### src/rtl/flash_sample_streamer.sv
// Streams audio samples out of an Avalon-MM flash: fetches one word at a time and
// emits its slices, one per rising edge of the slow sample trigger.
`timescale 1ns/1ps
module flash_sample_streamer #(
  parameter int unsigned           DATA_WIDTH   = 32,
  parameter int unsigned           SAMPLE_WIDTH = 16,
  parameter int unsigned           ADDR_WIDTH   = 23,
  parameter logic [ADDR_WIDTH-1:0] START_ADDR   = '0,
  parameter logic [ADDR_WIDTH-1:0] END_ADDR     = 'h7FFFF
) (
  input  logic                    clk,
  input  logic                    reset,
  output logic [ADDR_WIDTH-1:0]   address,
  output logic                    read,
  output logic [DATA_WIDTH/8-1:0] byteenable,
  input  logic                    waitrequest,
  input  logic [DATA_WIDTH-1:0]   readdata,
  input  logic                    readdatavalid,
  input  logic                    samplenow,
  input  logic                    direction,
  input  logic                    pause,
  input  logic                    restart,
  output logic [SAMPLE_WIDTH-1:0] audio_out,
  output logic                    audio_valid,
  output logic                    underrun
);

  localparam int unsigned N        = DATA_WIDTH / SAMPLE_WIDTH;
  localparam int unsigned IdxW     = (N > 1) ? $clog2(N) : 1;
  localparam logic [IdxW-1:0] LastIdx = IdxW'(N - 1);

  typedef enum logic [1:0] {StFetch, StWaitData, StReady, StDiscard} state_e;

  state_e                  state_q;
  logic [DATA_WIDTH-1:0]   word_q;
  logic [IdxW-1:0]         idx_q;
  logic                    dir_q;
  logic                    pending_q;
  logic                    samplenow_q;
  logic                    restart_pend_q;
  logic [ADDR_WIDTH-1:0]   restart_addr_q;

  logic                    edge_det;
  logic                    accept;
  logic                    serve;
  logic                    last_slice;
  logic [ADDR_WIDTH-1:0]   restart_target;
  logic [ADDR_WIDTH-1:0]   step_addr;
  logic [SAMPLE_WIDTH-1:0] slice [N];

  for (genvar k = 0; k < N; k++) begin : g_slice
    assign slice[k] = word_q[k*SAMPLE_WIDTH +: SAMPLE_WIDTH];
  end

  assign byteenable     = '1;
  assign edge_det       = samplenow & ~samplenow_q & ~pause;
  assign accept         = read & ~waitrequest;
  assign restart_target = direction ? END_ADDR : START_ADDR;
  // A pending edge is held back while paused so audio_out cannot move.
  assign serve          = (state_q == StReady) & ~pause & (pending_q | edge_det);
  assign last_slice     = dir_q ? (idx_q == '0) : (idx_q == LastIdx);

  always_comb begin
    step_addr = address;
    if (dir_q) begin
      step_addr = (address == START_ADDR) ? END_ADDR : address - 1'b1;
    end else begin
      step_addr = (address == END_ADDR) ? START_ADDR : address + 1'b1;
    end
  end

  always_ff @(posedge clk) begin
    if (reset) begin
      // A request already in flight must have its data swallowed once reset lifts.
      if (state_q == StWaitData || state_q == StDiscard || (state_q == StFetch && accept)) begin
        state_q <= StDiscard;
      end else begin
        state_q <= StFetch;
      end
      read           <= 1'b0;
      address        <= START_ADDR;
      audio_out      <= '0;
      audio_valid    <= 1'b0;
      underrun       <= 1'b0;
      pending_q      <= 1'b0;
      samplenow_q    <= 1'b1;
      restart_pend_q <= 1'b0;
      restart_addr_q <= START_ADDR;
      idx_q          <= '0;
      dir_q          <= 1'b0;
      word_q         <= '0;
    end else begin
      samplenow_q <= samplenow;
      audio_valid <= 1'b0;
      underrun    <= 1'b0;

      if (restart) begin
        pending_q <= edge_det;
        unique case (state_q)
          StFetch: begin
            if (accept) begin
              state_q        <= StDiscard;
              read           <= 1'b0;
              address        <= restart_target;
              restart_pend_q <= 1'b0;
            end else if (read) begin
              // Address must stay put until the flash takes the request.
              restart_pend_q <= 1'b1;
              restart_addr_q <= restart_target;
            end else begin
              address        <= restart_target;
              read           <= 1'b1;
              restart_pend_q <= 1'b0;
            end
          end
          StWaitData: begin
            state_q <= StDiscard;
            address <= restart_target;
          end
          StDiscard: begin
            address <= restart_target;
            if (readdatavalid) begin
              state_q <= StFetch;
              read    <= 1'b1;
            end
          end
          StReady: begin
            address <= restart_target;
            state_q <= StFetch;
            read    <= 1'b1;
          end
        endcase
      end else begin
        if (serve) begin
          pending_q <= pending_q & edge_det;
        end else if (edge_det) begin
          if (pending_q) underrun <= 1'b1;
          else pending_q <= 1'b1;
        end

        unique case (state_q)
          StFetch: begin
            if (accept) begin
              read <= 1'b0;
              if (restart_pend_q) begin
                state_q        <= StDiscard;
                address        <= restart_addr_q;
                restart_pend_q <= 1'b0;
              end else begin
                state_q <= StWaitData;
              end
            end else begin
              read <= 1'b1;
            end
          end
          StWaitData: begin
            if (readdatavalid) begin
              word_q  <= readdata;
              dir_q   <= direction;
              idx_q   <= direction ? LastIdx : '0;
              state_q <= StReady;
            end
          end
          StDiscard: begin
            if (readdatavalid) begin
              state_q <= StFetch;
              read    <= 1'b1;
            end
          end
          StReady: begin
            if (serve) begin
              audio_out   <= slice[idx_q];
              audio_valid <= 1'b1;
              if (last_slice) begin
                address <= step_addr;
                state_q <= StFetch;
                read    <= 1'b1;
              end else begin
                idx_q <= dir_q ? idx_q - 1'b1 : idx_q + 1'b1;
              end
            end
          end
        endcase
      end
    end
  end

endmodule

### config.mk
export PLATFORM = sky130hd
export DESIGN_NAME = flash_sample_streamer
export DESIGN_NICKNAME = d
export VERILOG_FILES = /design/src/rtl/flash_sample_streamer.sv
export SDC_FILE = /design/constraint.sdc
export NUM_CORES = 1
export LEC_CHECK = 0
export CAP_MARGIN = 15
export CORE_MARGIN = 4
export CORE_UTILIZATION = 52
export CTS_CLUSTER_DIAMETER = 150
export CTS_CLUSTER_SIZE = 8
export DETAILED_ROUTE_END_ITERATION = 10
export PLACE_DENSITY = 0.77
export SYNTH_ARGS = -nofsm -noshare
export SYNTH_HDL_FRONTEND = slang
export SYNTH_SLANG_ARGS = --single-unit
### constraint.sdc
create_clock -name clk -period 2.5 [get_ports clk]
set_input_delay 0.375 -clock clk [delete_from_list [all_inputs] [get_ports clk]]
set_output_delay 0.375 -clock clk [all_outputs]
set_load 0.1 [all_outputs]
* Yosys cells after proc, flatten, opt, wreduce, memory -nomap -nowiden
Cells that the tools add are included.
Widths: inputs -> output; s select.
** Word-level totals
- Register bits :: 104
- Bits of input ports :: 40
- Output and inout port bits :: 46
- Word-level logic and storage cells :: 124
** Operators by class
- $add $sub $neg :: 4
- Order comparisons :: 1
- Equal/unequal tests :: 16
- Multiplexer cells :: 53
- Bitwise logic cells :: 16
- Reduce and logical (&&, ||, !) cells :: 21
** Operators with widths (number)
- $mux 23 :: 10
- $pmux 23 s2 :: 2
- $mux 16 :: 3
- $add 23x1->23 const B :: 1
- $eq 23x19->1 const B :: 1
- $logic_not 23->1 :: 1
- $sub 23x1->23 const B :: 1
- $mux 1 :: 22
- $mux 2 :: 10
- $mux 19 :: 1
- $ne 3x3->1 const B :: 6
- $pmux 2 s4 :: 2
- $ne 4x4->1 const B :: 3
- $reduce_and 3->1 :: 3
- $reduce_bool 3->1 :: 3
- $not 1->1 :: 8
- $reduce_and 4->1 :: 2
- $and 1x1->1 :: 6
- $ne 2x2->1 const B :: 3
- $pmux 1 s3 :: 2
- $reduce_and 6->1 :: 1
- $reduce_or 3->1 :: 2
- $reduce_and 5->1 :: 1
- $eq 2x2->1 const B :: 2
- 13 further kinds :: 15

* Depth between registers and ports, before layout
Gate-level depths: netlist of run 1.
- Word-level depth :: 9
- Depth in mapped cells :: 9

* Least setup slack after synthesis of run 1
Ideal clock, no wire load.
- Path kind :: flip-flop to flip-flop
- Start point :: register address[0]
- End point :: register address[22]
- Library setup time :: 0.119 ns
- Arrival time :: 2.673 ns
- Setup slack :: -0.293 ns
- Stages on the path, launching flop included :: 8
- Clock period less this slack :: 2.793 ns
- Cell sequence :: dfxtp_1 > ha_1 > nand3_1 > nor3_1 > and2_1 > a211oi_2 > nor3b_1 > o21bai_1
** On the way
- Longest elaborated chain between the ends :: 7
- Elaborated cells between the ends (all ways) :: 11
** Ends and longest elaborated chain
- start, declared :: RTL line 13 : output logic [ADDR_WIDTH-1:0] address,
- start signal, assigned :: RTL line 104 : address <= restart_target;
- start signal, assigned :: RTL line 111 : address <= restart_target;
- start signal, assigned :: RTL line 118 : address <= restart_target;
- $add 23x1->23, or another cell as far along :: RTL line 68 : step_addr = (address == END_ADDR) ? START_ADDR : address + 1'b1;
- $mux 23, on equally long branches :: RTL line 68, 66
- $mux 23 (*) :: RTL line 65 : if (dir_q) begin
- $mux 23 (*) :: RTL line 174 : if (last_slice) begin
- $mux 23 (*) :: RTL line 171 : if (serve) begin
- $pmux 23 s2 (*) :: RTL line 141 : unique case (state_q)
- $mux 23 (*) :: RTL line 97 : if (restart) begin
Mark *: on every way between the ends. The rest lies on a longest branch, timed or not. The select of a mux whose other input is x is not followed.
A chain may end at the register's enable or synchronous reset.

* Worst setup path after layout of run 1
- Start point :: register address[0]
- End point :: register address[12]
The elaborated chain is that of the path after synthesis.

==> results of run 1 <==
## cell usage in the layout, fill, tap and decap left out, drive strengths merged, types with 6 or more instances in the layout
cell type	n
a211oi	21
a21oi	67
a31oi	11
buf	69
clkbuf	12
clkdlybuf4s50	38
dfxtp	80
inv	11
mux2i	20
nand2	89
nand3	11
nand4	6
nor2	42
nor2b	6
nor3	11
nor4	8
o21ai	30
or3	9
xnor2	17
xor2	11
## worst max-delay path, delay by kind of cell (launching register included)
kind | cells | cell delay [ps]
adders and majority gates | 1 | 180
and+or+nand+nor | 3 | 1180
buffers and inverters | 1 | 80
xor gates and xnor gates | 1 | 140
DFF | 1 | 390
AOI/OAI and AO/OA | 2 | 250
## power groups by stage
| stage | registers (mW) | clock network [mW] | logic (mW) |
|---|---|---|---|
| finish | 1.78 | 0.959 | 2.69 |
| global route | 1.82 | 1.02 | 2.87 |
| CTS | 1.78 | 0.976 | 2.67 |
| detailed placement | 1.81 | 0 | 2.65 |
| global placement | 1.79 | 0 | 2.62 |
| floorplan | 2.44 | 0 | 1.37 |
## cells in the mapped netlist (all sizes together) (3+ instances only)
cell type | n | area share, %
and4 | 3 | 0.60
nand4 | 6 | 0.86
nor3b | 4 | 0.69
clkbuf | 40 | 3.4
nand3 | 11 | 1.3
o21a | 3 | 0.51
nor2 | 42 | 3.6
o21ai | 30 | 3.4
and3 | 5 | 0.71
or3 | 9 | 1.3
or2 | 4 | 0.57
buf | 12 | 1.7
ha | 3 | 0.86
nand2 | 89 | 7.6
xnor2 | 17 | 3.4
a31oi | 11 | 1.6
a211oi | 21 | 3.7
mux2i | 20 | 4.6
xor2 | 11 | 2.2
nor4 | 8 | 1.3
o211ai | 4 | 0.69
nor2b | 6 | 0.86
dfxtp | 80 | 37
or4 | 3 | 0.69
and2 | 5 | 0.71
inv | 9 | 0.77
nor3 | 11 | 1.3
a21oi | 67 | 7.7
nand2b | 4 | 0.57
## layer usage
| layer | up-vias | GRT usage (%) |
|---|---|---|
| li1 | 2135 | - |
| met1 | 1980 | 30.0 |
| met2 | 197 | 38.2 |
| met3 | 23 | 3.72 |
| met4 | 0 | 9.45 |
| met5 | - | 0 |
## logic make-up after synthesis
| family | after synthesis |
|---|---|
| other | 1 |
| DFF | 82 |
| adders and majority gates | 3 |
| muxes | 20 |
| xor gates and xnor gates | 28 |
| and+or+nand+nor | 211 |
| AOI/OAI and AO/OA | 160 |
| buffers and inverters | 61 |
## path summary, 6_finish.rpt
check | from | to | slack [ps] | cells after the start
worst max register to register | address[0] | address[12] | 190 | 8
worst min-delay path | reset | word_q[21] | 380 | 2
worst min register to register | word_q[13] | word_q[13] | 460 | 2
worst max-delay path | address[0] | address[12] | 190 | 8
## metrics by stage
step | total power [mW] | hold slack [ps] | TNS (ps) | area [um2]
6_report | 5.43 | 377 | 0 | 5440
5_1_grt | 5.71 | 371 | 0 | 5440
4_1_cts | 5.42 | 350 | 0 | 5440
3_5_place_dp | 4.46 | 446 | -924 | 5240
3_3_place_gp | 4.42 | 442 | -19.0 | 5240
2_1_floorplan | 3.81 | 436 | -2.41 | 4410
## area by class of cell
cell class | instances | share of cell area [%]
Inverter | 9 | 0.621
Multi-Input combinational cell | 426 | 45.6
Tap cell | 105 | 2.42
Clock inverter | 4 | 0.575
Timing Repair Buffer | 107 | 16.7
Clock buffer | 12 | 3.06
Sequential cell | 82 | 31.0
## state kept, by name (all words and copies together), names as in the netlist
register,count
word_q,32
address,23
audio_out,16
state_q,2
audio_valid,1
dir_q,1
idx_q,1
pending_q,1
read,1
restart_addr_q,1
restart_pend_q,1
samplenow_q,1
underrun,1
==> key figures, run 1 <==
Status
  • Status: finished, final reports clean

GRT
  • Vias in the first global route: 4,014
  • GRT Util Overall: 23.1%
  • First-pass GRT wire length: 18,900 um
  • Largest net degree at the start of global routing: 52
  • GRT overflow: 0
  • Initial antenna violation count: 0

Setup path
  • Worst-path cell chain: inv_1 -> ha_1 -> or3b_1 -> or3_1 -> or3_1 -> xnor2_1 -> o21ai_1 -> a31oi_1
  • Crit-path max FO: 10
  • Most frequent cell on the critical path: or3_1
  • CP max-delay cell: or3_1
  • WS Path Type: reg2reg
  • CP endpoint kind: flip-flop
  • Startpoint Class: flip-flop
  • Critical Path AT: 2590 ps
  • CP Data Required Time: 2770 ps
  • Slowest stage delay, CP: 450 ps

Timing
  • RSZ-0062 raised after global routing: false
  • Period utilisation layout: 92.6%
  • FMAX: 432 MHz
  • Tmin final: 2310 ps
  • Worst-Margin Slew: 831 ps
  • Final setup vio count: 0
  • Endpoints failing hold: 0
  • Slew Limit Headroom: 44.3%
  • PnR worst setup slack: 186 ps
  • Clock Skews: 11.0 ps
  • Max Slew Vio Count: 0

Logic synthesis
  • Sequential area share after synthesis: 38.0%
  • Asr flop ratio synth: 0%
  • Post-synthesis simple-gate area fraction: 22.8%
  • EDFF count, synth: 2
  • Compound-Gate Fraction of Synth Area: 22.3%
  • Synthesized area: 4380 um2
  • Combinational family with the most area after synthesis: simple AND/OR/NAND/NOR gates
  • Synth Instances: 566
  • Mapped Avg Cell Area: 7.73 um2
  • Synth Area in Adders: 0.858%
  • Post-synthesis xor/xnor area fraction: 5.60%
  • Top_reg_cell synth: dfxtp_1
  • Yosys cell types: 57
  • Synth Register Bits: 82
  • Synth warn: 0
  • Mux share of post-synthesis cell area: 4.57%

Placement
  • Global placement routability congestion: 0.912
  • Number of port buffers: 81
  • Placed Instances: 729
  • Post-DP HPWL: 8090 um
  • Pre-CTS setup slack: -130 ps

Power
  • Cell Int Power: 2.84 mW
  • Switching power of the nets: 2.59 mW
  • Comb power frac: 49.5%
  • P per Cell Area: 999 nW/um2
  • Sw frac: 47.7%
  • Leak: 2.00 nW
  • Flop pwr share: 32.8%
  • VDD IR max: 0.375 mV
  • Clock share of power: 17.6%

CTS
  • Setup Buffers After CTS: 0
  • CTS tree: done
  • Clock transition at the registers of the reported paths: 90 ps
  • CTS max path bufs: 2
  • CTS root buffer: clkbuf_8
  • Number of H-tree levels: 3
  • Post-CTS Resized: 0
  • Clock Latency Late Sink: 360 ps
  • Clk sinks: 82
  • CTS buffer count: 9
  • CTS Hold Bufs: 0

Drt
  • First DRT Iteration DRCs: 322
  • DR WL/cell: 15.4 um
  • Total Routed Length: 11,500 um
  • Vias per inst: 5.82
  • WL met1: 4790 um
  • Post-route DRC violation count: 0
  • Met3 WL: 920 um
  • Wire length on met2: 5540 um
  • Antenna Nets Post-Route: 0
  • First-pass DRT Iterations: 5
  • Highest Signal Layer: met4
  • Vias: 4,335

Finish
  • Sequential Area: 1690 um2
  • Final instance count without filler cells: 745
  • Multi-input gate area: 2480 um2
  • N_diodes: 0
  • Share of layout cells above drive strength 1: 17.3%
  • Utilization after layout: 66.2%
  • Area grow syn2layout: 24.3%
  • Layout net count: 678
  • Fill cells: 743

Floorplanning
  • Core Region: 8220 um2
  • Starting Density: 53.3%
  • Die X-Extent: 99.7 um
  • Die height: 99.7 um
  • Die Area: 9950 um2
  • # rows: 33
  • IO Count: 86

Flow run
  • Max_cap viols: 0

Min path
  • Worst hold path class: in2reg
Power figures use the tool's default switching activity.
==> run 2: changes to the inputs <==
--- a/config.mk
+++ b/config.mk
@@ -7,11 +7,11 @@
 export LEC_CHECK = 0
 export CAP_MARGIN = 15
 export CORE_MARGIN = 4
-export CORE_UTILIZATION = 52
+export CORE_UTILIZATION = 30
 export CTS_CLUSTER_DIAMETER = 150
 export CTS_CLUSTER_SIZE = 8
 export DETAILED_ROUTE_END_ITERATION = 10
-export PLACE_DENSITY = 0.77
+export PLACE_DENSITY = 0.48
 export SYNTH_ARGS = -nofsm -noshare
 export SYNTH_HDL_FRONTEND = slang
 export SYNTH_SLANG_ARGS = --single-unit
==> key figures, run 2 (synthesis gave the netlist of run 1 again) <==
CTS
  • CTS max path bufs: 2
  • Clock transition at the registers of the reported paths: 60 ps
  • CTS root buffer: clkbuf_16
  • Clk sinks: 82
  • Number of H-tree levels: 3
  • Post-CTS Resized: 0
  • CTS Hold Bufs: 0
  • CTS buffer count: 9
  • Clock Latency Late Sink: 340 ps
  • Setup Buffers After CTS: 0
  • CTS tree: done

GRT
  • Initial antenna violation count: 0
  • First-pass GRT wire length: 20,900 um
  • Vias in the first global route: 4,161
  • Largest net degree at the start of global routing: 54
  • GRT Util Overall: 15.7%
  • GRT overflow: 0

Floorplanning
  • Core Region: 14,100 um2
  • Die Area: 16,600 um2
  • Die height: 129 um
  • # rows: 43
  • IO Count: 86
  • Starting Density: 31.0%
  • Die X-Extent: 129 um

Timing
  • Final setup vio count: 0
  • Slew Limit Headroom: 32.9%
  • Max Slew Vio Count: 0
  • Tmin final: 2360 ps
  • Clock Skews: 7.29 ps
  • Period utilisation layout: 94.5%
  • FMAX: 423 MHz
  • Worst-Margin Slew: 1000 ps
  • RSZ-0062 raised after global routing: false
  • Fin Hold WS: 372 ps
  • Endpoints failing hold: 0

Finish
  • Largest registers: word_q (32), address (23), audio_out (16)
  • N_diodes: 0
  • Multi-input gate area: 2490 um2
  • Layout net count: 683
  • Most frequent cells in the layout: 89 x nand2_1, 72 x buf_4, 67 x a21oi_1
  • Fill cells: 1,461
  • Share of layout cells above drive strength 1: 18.3%
  • Sequential Area: 1690 um2
  • Max reg flops: 32
  • Most common cell after layout, fill and taps aside: nand2_1
  • Reg with most FFs: word_q
  • Area grow syn2layout: 30.0%
  • Final instance count without filler cells: 825

Drt
  • Vias: 4,236
  • DR WL/cell: 15.4 um
  • Met3 WL: 823 um
  • Total Routed Length: 12,700 um
  • First DRT Iteration DRCs: 218
  • Wire length on met2: 5820 um
  • Post-route DRC violation count: 0
  • Highest Signal Layer: met4
  • WL met1: 5880 um
  • Antenna Nets Post-Route: 0
  • Vias per inst: 5.13
  • First-pass DRT Iterations: 5

Setup path
  • CP Data Required Time: 2760 ps
  • Reg-to-reg startpoint: address[1]
  • Worst-path cell chain: inv_1 -> ha_1 -> or3b_1 -> or3_1 -> or3_1 -> xnor2_1 -> o21ai_1 -> a31oi_1
  • Critical Path AT: 2620 ps
  • Crit-path max FO: 8
  • CP bufs+invs: 1
  • Startpoint Class: flip-flop
  • Register-to-register setup slack: 140 ps
  • Reg-to-Reg End: address[12]
  • Reg2Reg Depth: 8
  • CP top delay family: simple AND/OR/NAND/NOR gates
  • CP endpoint kind: flip-flop
  • CP max-delay cell: or3_1
  • WS Path Type: reg2reg
  • Most frequent cell on the critical path: or3_1
  • Slowest stage delay, CP: 510 ps

Min path
  • Worst Hold Path EP: pending_q
  • Worst min-delay path startpoint: reset
  • Hold Path Depth: 2
  • Worst hold path class: in2reg

Power
  • VDD IR max: 0.330 mV
  • P per Cell Area: 1030 nW/um2
  • Power Total: 5.85 mW
  • Leak: 2.07 nW

Flow run
  • Max_cap viols: 0

Placement
  • Placed Instances: 809
  • Number of port buffers: 81
  • Post-DP HPWL: 8840 um
  • Global placement routability congestion: 0.825

Status
  • Status: finished, final reports clean
-- run 2: changes by cell type in the layout (fill, tap and decap cells not counted), moves of 2 or more --
cell	before	now
clkbuf_8	10	1
buf_4	67	72
clkinv_4	1	3
clkbuf_16	1	10
-- run 2: metal layers --
layer  vias to the layer above  track usage, %
met3                        16            4.52
li1                       2140               -
met2                       128            24.6
met5                         -               0
met1                      1952            20.5
met4                         0            5.56
-- run 2: how the worst max path moves through the flow --
stage                           start           to  slack, ps  depth (start not counted)
after global routing      address[11]   address[7]        0.5                          6
after global placement        restart  address[12]         10                          7
after detailed placement      restart  address[12]       -100                          7
final                      address[1]  address[12]        140                          8
after floorplan            address[9]  address[22]         -2                          6
after CTS                  address[1]  address[12]        150                          8
-- run 2: per-stage QoR --
step	instance area [um2]	util, %	TNS, ps	setup WS, ps
2_1_floorplan	4410	-	-2.41	-2.41
3_3_place_gp	5380	38.1	0	13.5
3_5_place_dp	5380	38.1	-453	-103
4_1_cts	5680	40.3	0	148
5_1_grt	5690	40.4	0	0.544
6_report	5690	40.4	0	138
-- run 2: report_power, final --
group / switching, mW / leakage, nW / total [mW] / internal, mW
Clock: 0.559 / 0.144 / 1.33 / 0.767
Combinational: 1.88 / 1.25 / 2.77 / 0.888
Sequential: 0.242 / 0.677 / 1.76 / 1.52
-- run 2: cell type report --
class | instances | area share, %
multi-input combinational | 426 | 43.8
sequential | 82 | 29.7
timing repair buffer | 112 | 16.6
clock buffer | 12 | 4.71
tap | 180 | 3.96
clock inverter | 4 | 0.594
inverter | 9 | 0.594
